### src/rtl/timer_pkg.sv
`default_nettype none
// ============================================================================
//  Module      : timer_pkg
//  Description : Shared types and constants for the io_timer countdown timer:
//                FSM state encoding, register word offsets, CTRL bit indices,
//                mode codes and the byte-enable to lane-mask helper.
//  Revision    : 1.0  initial release
// ============================================================================
package timer_pkg;

    typedef enum logic [1:0] {
        IDLE = 2'd0,
        LOAD = 2'd1,
        CNT  = 2'd2,
        INT  = 2'd3
    } timer_state_t;

    // Word offsets on dev_addr
    localparam logic [1:0] TMR_CTRL   = 2'd0;
    localparam logic [1:0] TMR_PRESET = 2'd1;
    localparam logic [1:0] TMR_COUNT  = 2'd2;

    // CTRL layout: bit0 EN, bits[2:1] MODE, bit3 IM
    localparam int CTRL_EN      = 0;
    localparam int CTRL_MODE_LO = 1;
    localparam int CTRL_IM      = 3;
    localparam int CTRL_W       = 4;

    localparam logic [1:0] MODE_ONESHOT = 2'b00;
    localparam logic [1:0] MODE_RELOAD  = 2'b01;

    // Expand each byte enable into eight identical mask bits.
    function automatic logic [31:0] be_mask(input logic [3:0] be);
        return {{8{be[3]}}, {8{be[2]}}, {8{be[1]}}, {8{be[0]}}};
    endfunction

endpackage
`default_nettype wire

### src/rtl/timer_prescaler.sv
`default_nettype none
// ============================================================================
//  Module      : timer_prescaler
//  Description : Tick generator. Emits a one-cycle tick every PRESCALE clocks.
//                The phase counter restarts whenever clear is high so that the
//                first tick after a LOAD comes a full PRESCALE period later.
//  Revision    : 1.0  initial release
//  Ports       : clk   - system clock
//                reset - synchronous active-high reset
//                clear - restart the prescale phase
//                tick  - count-enable pulse
// ============================================================================
module timer_prescaler #(
    parameter int PRESCALE = 1
) (
    input  logic clk,
    input  logic reset,
    input  logic clear,
    output logic tick
);

    localparam int              c_cnt_w = (PRESCALE > 1) ? $clog2(PRESCALE) : 1;
    localparam logic [c_cnt_w-1:0] c_last = c_cnt_w'(PRESCALE - 1);

    logic [c_cnt_w-1:0] r_phase;

    always_ff @(posedge clk) begin
        if (reset || clear) begin
            r_phase <= '0;
        end else if (r_phase == c_last) begin
            r_phase <= '0;
        end else begin
            r_phase <= r_phase + c_cnt_w'(1);
        end
    end

    assign tick = (r_phase == c_last);

endmodule
`default_nettype wire

### src/rtl/io_timer.sv
`default_nettype none
// ============================================================================
//  Module      : io_timer
//  Description : Memory-mapped countdown timer on the device side of the IO
//                bridge. Registers: CTRL (0), PRESET (1), COUNT (2, read-only),
//                offset 3 reserved. Byte-lane merged writes, read data
//                registered one cycle after the strobe, level interrupt.
//                Optional macro TIMER_PRESCALE_EN: when defined, COUNT steps
//                only on a tick every PRESCALE clocks (timer_prescaler);
//                otherwise it steps every clock and PRESCALE is ignored.
//  Revision    : 1.0  initial release
//  Ports       : clk      - system clock
//                reset    - synchronous active-high reset
//                dev_sel  - bridge decode hit for this device
//                dev_we   - write strobe
//                dev_re   - read strobe
//                dev_addr - word offset
//                dev_wd   - write data (already lane-shifted)
//                dev_be   - byte enables
//                dev_rd   - registered read data
//                irq      - level interrupt (pending & IM)
// ============================================================================
module io_timer
    import timer_pkg::*;
#(
    parameter int CNT_W    = 32,
    parameter int PRESCALE = 1
) (
    input  logic        clk,
    input  logic        reset,
    input  logic        dev_sel,
    input  logic        dev_we,
    input  logic        dev_re,
    input  logic [1:0]  dev_addr,
    input  logic [31:0] dev_wd,
    input  logic [3:0]  dev_be,
    output logic [31:0] dev_rd,
    output logic        irq
);

    timer_state_t       r_state;
    timer_state_t       w_next_state;
    logic [CTRL_W-1:0]  r_ctrl;
    logic [CNT_W-1:0]   r_preset;
    logic [CNT_W-1:0]   r_count;
    logic               r_pending;

    logic               w_tick;
    logic               w_load;
    logic               w_dec;
    logic               w_set_pend;
    logic               w_clr_en;
    logic               w_wr;
    logic               w_rd;
    logic               w_ctrl_wr;
    logic               w_preset_wr;
    logic [31:0]        w_mask;
    logic [31:0]        w_rdata;
    logic               w_en;
    logic [1:0]         w_mode;

    assign w_en   = r_ctrl[CTRL_EN];
    assign w_mode = r_ctrl[CTRL_MODE_LO +: 2];
    assign irq    = r_pending & r_ctrl[CTRL_IM];

    // ------------------------------------------------------------------
    // Tick source
    // ------------------------------------------------------------------
`ifdef TIMER_PRESCALE_EN
    timer_prescaler #(
        .PRESCALE (PRESCALE)
    ) u_prescaler (
        .clk   (clk),
        .reset (reset),
        .clear (w_load),
        .tick  (w_tick)
    );
`else
    // Always high for any legal PRESCALE (>= 1): one step per clock.
    assign w_tick = (PRESCALE >= 1);
`endif

    // ------------------------------------------------------------------
    // Bus decode
    // ------------------------------------------------------------------
    assign w_wr        = dev_sel && dev_we;
    assign w_rd        = dev_sel && dev_re;
    assign w_ctrl_wr   = w_wr && (dev_addr == TMR_CTRL);
    assign w_preset_wr = w_wr && (dev_addr == TMR_PRESET);
    assign w_mask      = be_mask(dev_be);

    always_comb begin
        w_rdata = '0;
        case (dev_addr)
            TMR_CTRL:   w_rdata = {{(32-CTRL_W){1'b0}}, r_ctrl};
            TMR_PRESET: w_rdata = 32'(r_preset);
            TMR_COUNT:  w_rdata = 32'(r_count);
            default:    w_rdata = '0;
        endcase
    end

    // ------------------------------------------------------------------
    // FSM
    // ------------------------------------------------------------------
    always_ff @(posedge clk) begin
        if (reset) begin
            r_state <= IDLE;
        end else begin
            r_state <= w_next_state;
        end
    end

    always_comb begin
        w_next_state = r_state;
        w_load       = 1'b0;
        w_dec        = 1'b0;
        w_set_pend   = 1'b0;
        w_clr_en     = 1'b0;
        case (r_state)
            IDLE: begin
                if (w_en) w_next_state = LOAD;
            end
            LOAD: begin
                w_load       = 1'b1;
                w_next_state = CNT;
            end
            CNT: begin
                // The zero test waits for a tick too, so the final count
                // value lasts a full tick period like every other value.
                if (!w_en) begin
                    w_next_state = IDLE;
                end else if (w_tick) begin
                    if (r_count == '0) begin
                        w_next_state = INT;
                        w_set_pend   = 1'b1;
                    end else begin
                        w_dec = 1'b1;
                    end
                end
            end
            INT: begin
                case (w_mode)
                    MODE_RELOAD:  w_next_state = LOAD;
                    MODE_ONESHOT: begin
                        w_clr_en     = 1'b1;
                        w_next_state = IDLE;
                    end
                    default: begin
                        w_clr_en     = 1'b1;
                        w_next_state = IDLE;
                    end
                endcase
            end
            default: w_next_state = IDLE;
        endcase
    end

    // ------------------------------------------------------------------
    // Registers
    // ------------------------------------------------------------------
    always_ff @(posedge clk) begin
        if (reset) begin
            r_ctrl <= '0;
        end else if (w_ctrl_wr) begin
            // A CPU write beats the one-shot EN clear in the same cycle.
            r_ctrl <= (r_ctrl & ~w_mask[CTRL_W-1:0]) | (dev_wd[CTRL_W-1:0] & w_mask[CTRL_W-1:0]);
        end else if (w_clr_en) begin
            r_ctrl[CTRL_EN] <= 1'b0;
        end
    end

    always_ff @(posedge clk) begin
        if (reset) begin
            r_preset <= '0;
        end else if (w_preset_wr) begin
            r_preset <= (r_preset & ~w_mask[CNT_W-1:0]) | (dev_wd[CNT_W-1:0] & w_mask[CNT_W-1:0]);
        end
    end

    always_ff @(posedge clk) begin
        if (reset) begin
            r_count <= '0;
        end else if (w_load) begin
            r_count <= r_preset;
        end else if (w_dec) begin
            r_count <= r_count - CNT_W'(1);
        end
    end

    // Set has priority over a clearing write in the same cycle.
    always_ff @(posedge clk) begin
        if (reset) begin
            r_pending <= 1'b0;
        end else if (w_set_pend) begin
            r_pending <= 1'b1;
        end else if (w_ctrl_wr || w_preset_wr) begin
            r_pending <= 1'b0;
        end
    end

    // Read data samples the pre-write register values.
    always_ff @(posedge clk) begin
        if (reset) begin
            dev_rd <= '0;
        end else if (w_rd) begin
            dev_rd <= w_rdata;
        end
    end

endmodule
`default_nettype wire

### config.mk
export PLATFORM = sky130hd
export DESIGN_NAME = io_timer
export DESIGN_NICKNAME = d
export VERILOG_FILES = /design/src/rtl/timer_pkg.sv /design/src/rtl/timer_prescaler.sv /design/src/rtl/io_timer.sv
export SDC_FILE = /design/constraint.sdc
export NUM_CORES = 1
export LEC_CHECK = 0
export CAP_MARGIN = 40
export CORE_MARGIN = 2
export CORE_UTILIZATION = 35
export CTS_CLUSTER_SIZE = 40
export DETAILED_ROUTE_END_ITERATION = 8
export GPL_TIMING_DRIVEN = 1
export PLACE_DENSITY = 0.54
export SYNTH_ARGS = -nofsm -noshare
export SYNTH_HDL_FRONTEND = slang
export SYNTH_SLANG_ARGS = --single-unit
### constraint.sdc
create_clock -name clk -period 6.1 [get_ports clk]
set_input_delay 1.22 -clock clk [delete_from_list [all_inputs] [get_ports clk]]
set_output_delay 1.22 -clock clk [all_outputs]
set_load 0.05 [all_outputs]
==> flow_summary.toml <==
[run_status]
status = "finished, final reports clean"

[clock_tree]
clk_pin_slew_ps = 70
cts_htree_levels = 3
cts_hold_buf = 0
cts_tree = "yes"
cts.sinks = 103
cts_buffers = 9
clk_root_buffer_cell = "clkbuf_16"
postCtsSetupBuffers = 0
cts_resized = 0
clock_latency_ps = 360
clockBufferDepth = 2

[finish]
layout_commonest_cell = "dfxtp_1"
synthToLayoutAreaGrowth_pct = 25.0
nFillCells = 1356
final_nets = 692
layout_common_cells = "103 x dfxtp_1, 76 x nand2_1, 74 x clkdlybuf4s50_1"
area.sequential_sq_mm = 0.00206
antennaDiodeCount = 0
drive_above_1_share_pct = 6.89
multi_input_area_sq_mm = 0.00248
final_util_pct = 44.9
fin_cells = 829

[synthesis]
yosysSeqAreaShare_pct = 43.2
synthCells = 598
ys_warn_count = 0
syn_area_sq_mm = 0.00478
synthesis.nets = 642
async_reset_ff_share_pct = 0
synth_flop_cell = "dfxtp_1"
synth-edff-count = 0
ys_types = 60
avgSynthCellArea_sq_um = 7.99
ys_seq_elements = 103

[routing]
drtIter0Drc = 244
vias = 4661
wl_per_cell_microns = 16.3
wirelength_microns = 13500
postRouteAntennaNets = 0
drc = 0
vias_per_cell = 5.62
dr.pass1.iters = 5

[timing]
finalHoldViolCount = 0
fin_skew_ps = 5.64
fin_crit_sh_pct = 49.8
finalSetupTns_ps = 0
whs_ps = 469
tightest_slew_ps = 900
slew_headroom_pct = 39.9
max_freq_ghz = 0.329
rsz0062_at_grt = "false"
drv_slew = 0
finalCriticalPeriod_ps = 3040
setup_viol = 0

[setup_path]
cp_cell_sequence = "inv_1 > ha_1 > or4b_1 > or4_1 > o311ai_2 > a2bb2oi_1 > o21ai_1"
critPathCaptureType = "register"
critical_path_class = "reg2reg"
crit_slowest_cell = "o311ai_2"
timing.critical_path.slowest_cell_delay_ps = 820
required_ps = 6340
critical_path_arrival_ps = 3280
critPathBufInv = 1
critPathLaunchType = "register"
cp_max_fo = 10
path_delay_family = "simple AND/OR/NAND/NOR gates"

[flow_run]
maxCapViolCount = 0

[placement]
io_buffers = 75
place_congestion = 0.855
placedCellCount = 813
dp_hpwl_microns = 9420

[floorplanning]
core-area_sq_mm = 0.0133
dieArea_sq_mm = 0.0146
die_x_microns = 121
rows = 42
initial_core_util_pct = 35.9
ios = 76
die_h_microns = 121

[pwr]
total_power_uw = 1460
leakagePower_uw = 0.00209
vdd_drop_max_v = 0.000131
cellPowerDensity_mw_per_mm2 = 244

[grt]
grt_pass1_vias = 4446
grt_max_degree = 42
overflow = 0
grt_pass1_wl_microns = 22400
antenna_found_initial = 0
track_usage_pct = 19.1

[worst_hold_path]
min_path_type = "reg2reg"
[worst register-to-register path: cells and delay by family (launching register included)]
family	cells	cell delay, ps
AOI/OAI and AO/OA	3	1130
adders and majority gates	1	210
DFF	1	340
buffers and inverters	1	90
and+or+nand+nor	2	1160
[synthesized netlist by cell type (4+ instances only)]
master	instances	area share [%]
nand3_1	47	4.9
clkbuf_1	42	3.3
nor4_1	7	0.92
nor3_1	42	4.4
a221oi_1	28	5.1
dfxtp_1	103	43
o21ai_0	8	0.84
nand4_1	10	1.3
or2_2	4	0.52
o311ai_1	4	0.73
mux2i_1	6	1.3
or3_1	4	0.52
a21oi_1	43	4.5
and2_1	4	0.52
a211oi_1	7	1.1
nand2_1	76	6.0
inv_1	11	0.86
nor2_1	58	4.6
and3_1	4	0.52
a31oi_1	16	2.1
o211ai_1	7	1.1
or4_1	6	0.94
[cell type report]
type	count	share of cell area, %
well taps	176	3.69
clock buffers	13	4.19
repair buffers	87	14.5
inverters	11	0.692
clock inverters	3	0.713
multi-input cells	436	41.6
flip-flops and latches	103	34.5
[report_power, final]
| group | internal, uW | switching [uW] |
|---|---|---|
| registers | 688 | 9.07 |
| logic | 68.5 | 108 |
| clock network | 329 | 255 |
[worst paths after layout]
path | from | end | slack [ps] | cells past startpoint
max reg2reg | r_count[0]$_SDFFE_PP0P_ | r_count[26]$_SDFFE_PP0P_ | 3060 | 7
min | register | register | 470 | 2
max | r_count[0]$_SDFFE_PP0P_ | r_count[26]$_SDFFE_PP0P_ | 3060 | 7
min reg2reg | register | register | 470 | 2
[logic make-up after synthesis]
family          share of synthesized area [%]
xor+xnor                                0.734
flops                                    43.2
buf+inv                                  4.98
fa+ha+maj                               0.262
mux                                      1.49
compound gates                           21.5
simple gates                             27.9
[stage by stage]
stage	area, sq um	setup WS (ps)
floorplan	4780	3420
detailed placement	5680	2710
finish	5970	3060
global route	5970	2870
global placement	5610	2790
CTS	5970	3080
[routing by layer]
| layer | routed length (microns) | global-route usage (%) |
|---|---|---|
| met2 | 6450 | 31.6 |
| met4 | 245 | 7.05 |
| met1 | 6400 | 25.2 |
| met3 | 449 | 3.02 |
| met5 | 0 | 0 |
(Power assumes the default switching activity.)
==> patch: new RTL, config.mk and constraints unchanged <==
The parameter `CNT_W` goes from 32 to 16.
--- a/src/rtl/io_timer.sv
+++ b/src/rtl/io_timer.sv
@@ -23,7 +23,7 @@
 module io_timer
     import timer_pkg::*;
 #(
-    parameter int CNT_W    = 32,
+    parameter int CNT_W    = 16,
     parameter int PRESCALE = 1
 ) (
     input  logic        clk,
Check against the original RTL: not equivalent (a bounded check fails within 4 cycles, from zero or initial values and one cycle with reset high).
==> patch against the original RTL <==
Via count down 51%. Total power down 53%. Global-route usage is 4.2 points lower. Die area is 42% lower. Area after synthesis shrank 43%. Routed wire length fell by 54%. Sequential share of layout area is 0.86 points lower. Worst setup slack improved by 0.0049 ns. Cell count decreased by 46%. Critical path depth fell by 1. Sequential cell count decreased by 48. Cell area shrank 45%. Critical path type is now primary input to flip-flop.
==> patch: results (changes against the original RTL) <==
Routing
The via density per instance is 5.05 (-10%). The length of routed wiring on met1 is 2950 um (-54%). The routed wire length was 6250 um (-54%).

The first-pass detailed-route iteration total is 4 (-1).

Synthesis
The multiplexer share of the synthesized area is 0.0852 (+0.0702). The post-synthesis cell type count came to 54 (-10%). The sequential share of the synthesized area is 0.403 (-0.0288).

In the post-synthesis netlist, the biggest area contributors are sky130_fd_sc_hd__dfxtp_1 (40%), sky130_fd_sc_hd__mux2i_1 (7.7%), sky130_fd_sc_hd__nor2_1 (6.3%). The synthesized area per cell is 8.62 sq um (+7.9%).

Timing
The final worst hold slack was 0.484 ns (+0.0151 ns). The transition time at the pin with the least slew margin is 0.799 ns (-0.101 ns).

Place
The sum of net half-perimeters after detailed placement is 4670 um (-50%). The cell total after placement is 442 (-46%).

Clock network
Clock tree synthesis selected as its root buffer the cell sky130_fd_sc_hd__clkbuf_8. The clock latency at the later pin of the worst-skew pair is 0.32 ns (-0.04 ns). The clock-pin transition on the worst setup and hold timing paths is 0.10 ns (+0.03 ns).

Power
The maximum resistive drop on vdd is 83.1 uV (-37%). The net load switching power is 204 uW (-45%). The leakage component of the power was 0.00124 uW (-41%).

Worst setup path
The arrival time at the worst endpoint is 3.22 ns (-0.06 ns).

Global routing
The largest net degree at the start of global routing is 31 (-26%). The overall fraction of global-route tracks in use is 0.149 (-0.0421).

Run status
The run finished with clean final reports.

Finish
The non-filler instance count after layout came to 450 (-46%). The net count of the finished layout is 391 (-43%).
-- patch: cell count changes after synthesis, moves of 10 or more --
cell,before,now
sky130_fd_sc_hd__nand2_1,76,23
sky130_fd_sc_hd__dfxtp_1,103,55
sky130_fd_sc_hd__nand3_1,47,11
sky130_fd_sc_hd__nor3_1,42,7
sky130_fd_sc_hd__a221oi_1,28,0
sky130_fd_sc_hd__a21oi_1,43,16
sky130_fd_sc_hd__clkbuf_1,42,19
sky130_fd_sc_hd__buf_4,1,16
sky130_fd_sc_hd__mux2i_1,6,21
sky130_fd_sc_hd__a211oi_1,7,19
sky130_fd_sc_hd__nor2_1,58,46
sky130_fd_sc_hd__a22oi_1,2,13
sky130_fd_sc_hd__a31oi_1,16,6
-- patch: metal layers --
metal	vias up	GRT usage
met5	-	0
met2	38	0.255
met4	0	0.0410
met3	7	0.0236
met1	1046	0.195
li1	1183	-
-- patch: area by class of cell --
class	instances	area (sq um)
Timing Repair Buffer	46	470
Multi-Input combinational cell	234	1460
Tap cell	102	128
Sequential cell	55	1100
Clock inverter	3	25.0
Clock buffer	5	68.8
Inverter	5	18.8
Fill cell	799	4380
-- patch: final timing paths --
check              start          end  depth (start not counted)
max reg2reg   r_count[0]  r_count[15]                          7
max          dev_addr[0]    flip-flop                          6
min            flip-flop    flip-flop                          2
min reg2reg    flip-flop    flip-flop                          2
-- patch: worst max-delay path, stage by stage --
cell and delay [ns]:
sky130_fd_sc_hd__clkdlybuf4s50_1 0.61, sky130_fd_sc_hd__nor2b_1 0.17, sky130_fd_sc_hd__buf_4 0.24, sky130_fd_sc_hd__nand4_1 0.58, sky130_fd_sc_hd__mux2i_1 0.34, sky130_fd_sc_hd__nor2_1 0.05
-- patch: metrics by stage --
stage	total power, uW	worst slack, ns
6_report	691	3.06
5_1_grt	720	2.84
4_1_cts	701	3.01
3_5_place_dp	490	2.67
3_3_place_gp	486	2.67
2_1_floorplan	460	3.48
-- patch: cells by family after synthesis --
group | count (synthesis)
XOR/XNOR | 4
flip-flops | 55
AO/OA/AOI/OAI | 72
AND/OR/NAND/NOR | 118
adder cells (fa/ha/maj) | 1
buffers and inverters | 43
multiplexers | 23
other | 1
-- patch: power groups by stage --
stage / registers, uW / clock network, uW / logic, uW
finish: 372 / 210 / 109
floorplan: 401 / 0 / 58.6
global placement: 380 / 0 / 106
detailed placement: 381 / 0 / 110
global route: 374 / 230 / 115
CTS: 372 / 219 / 110
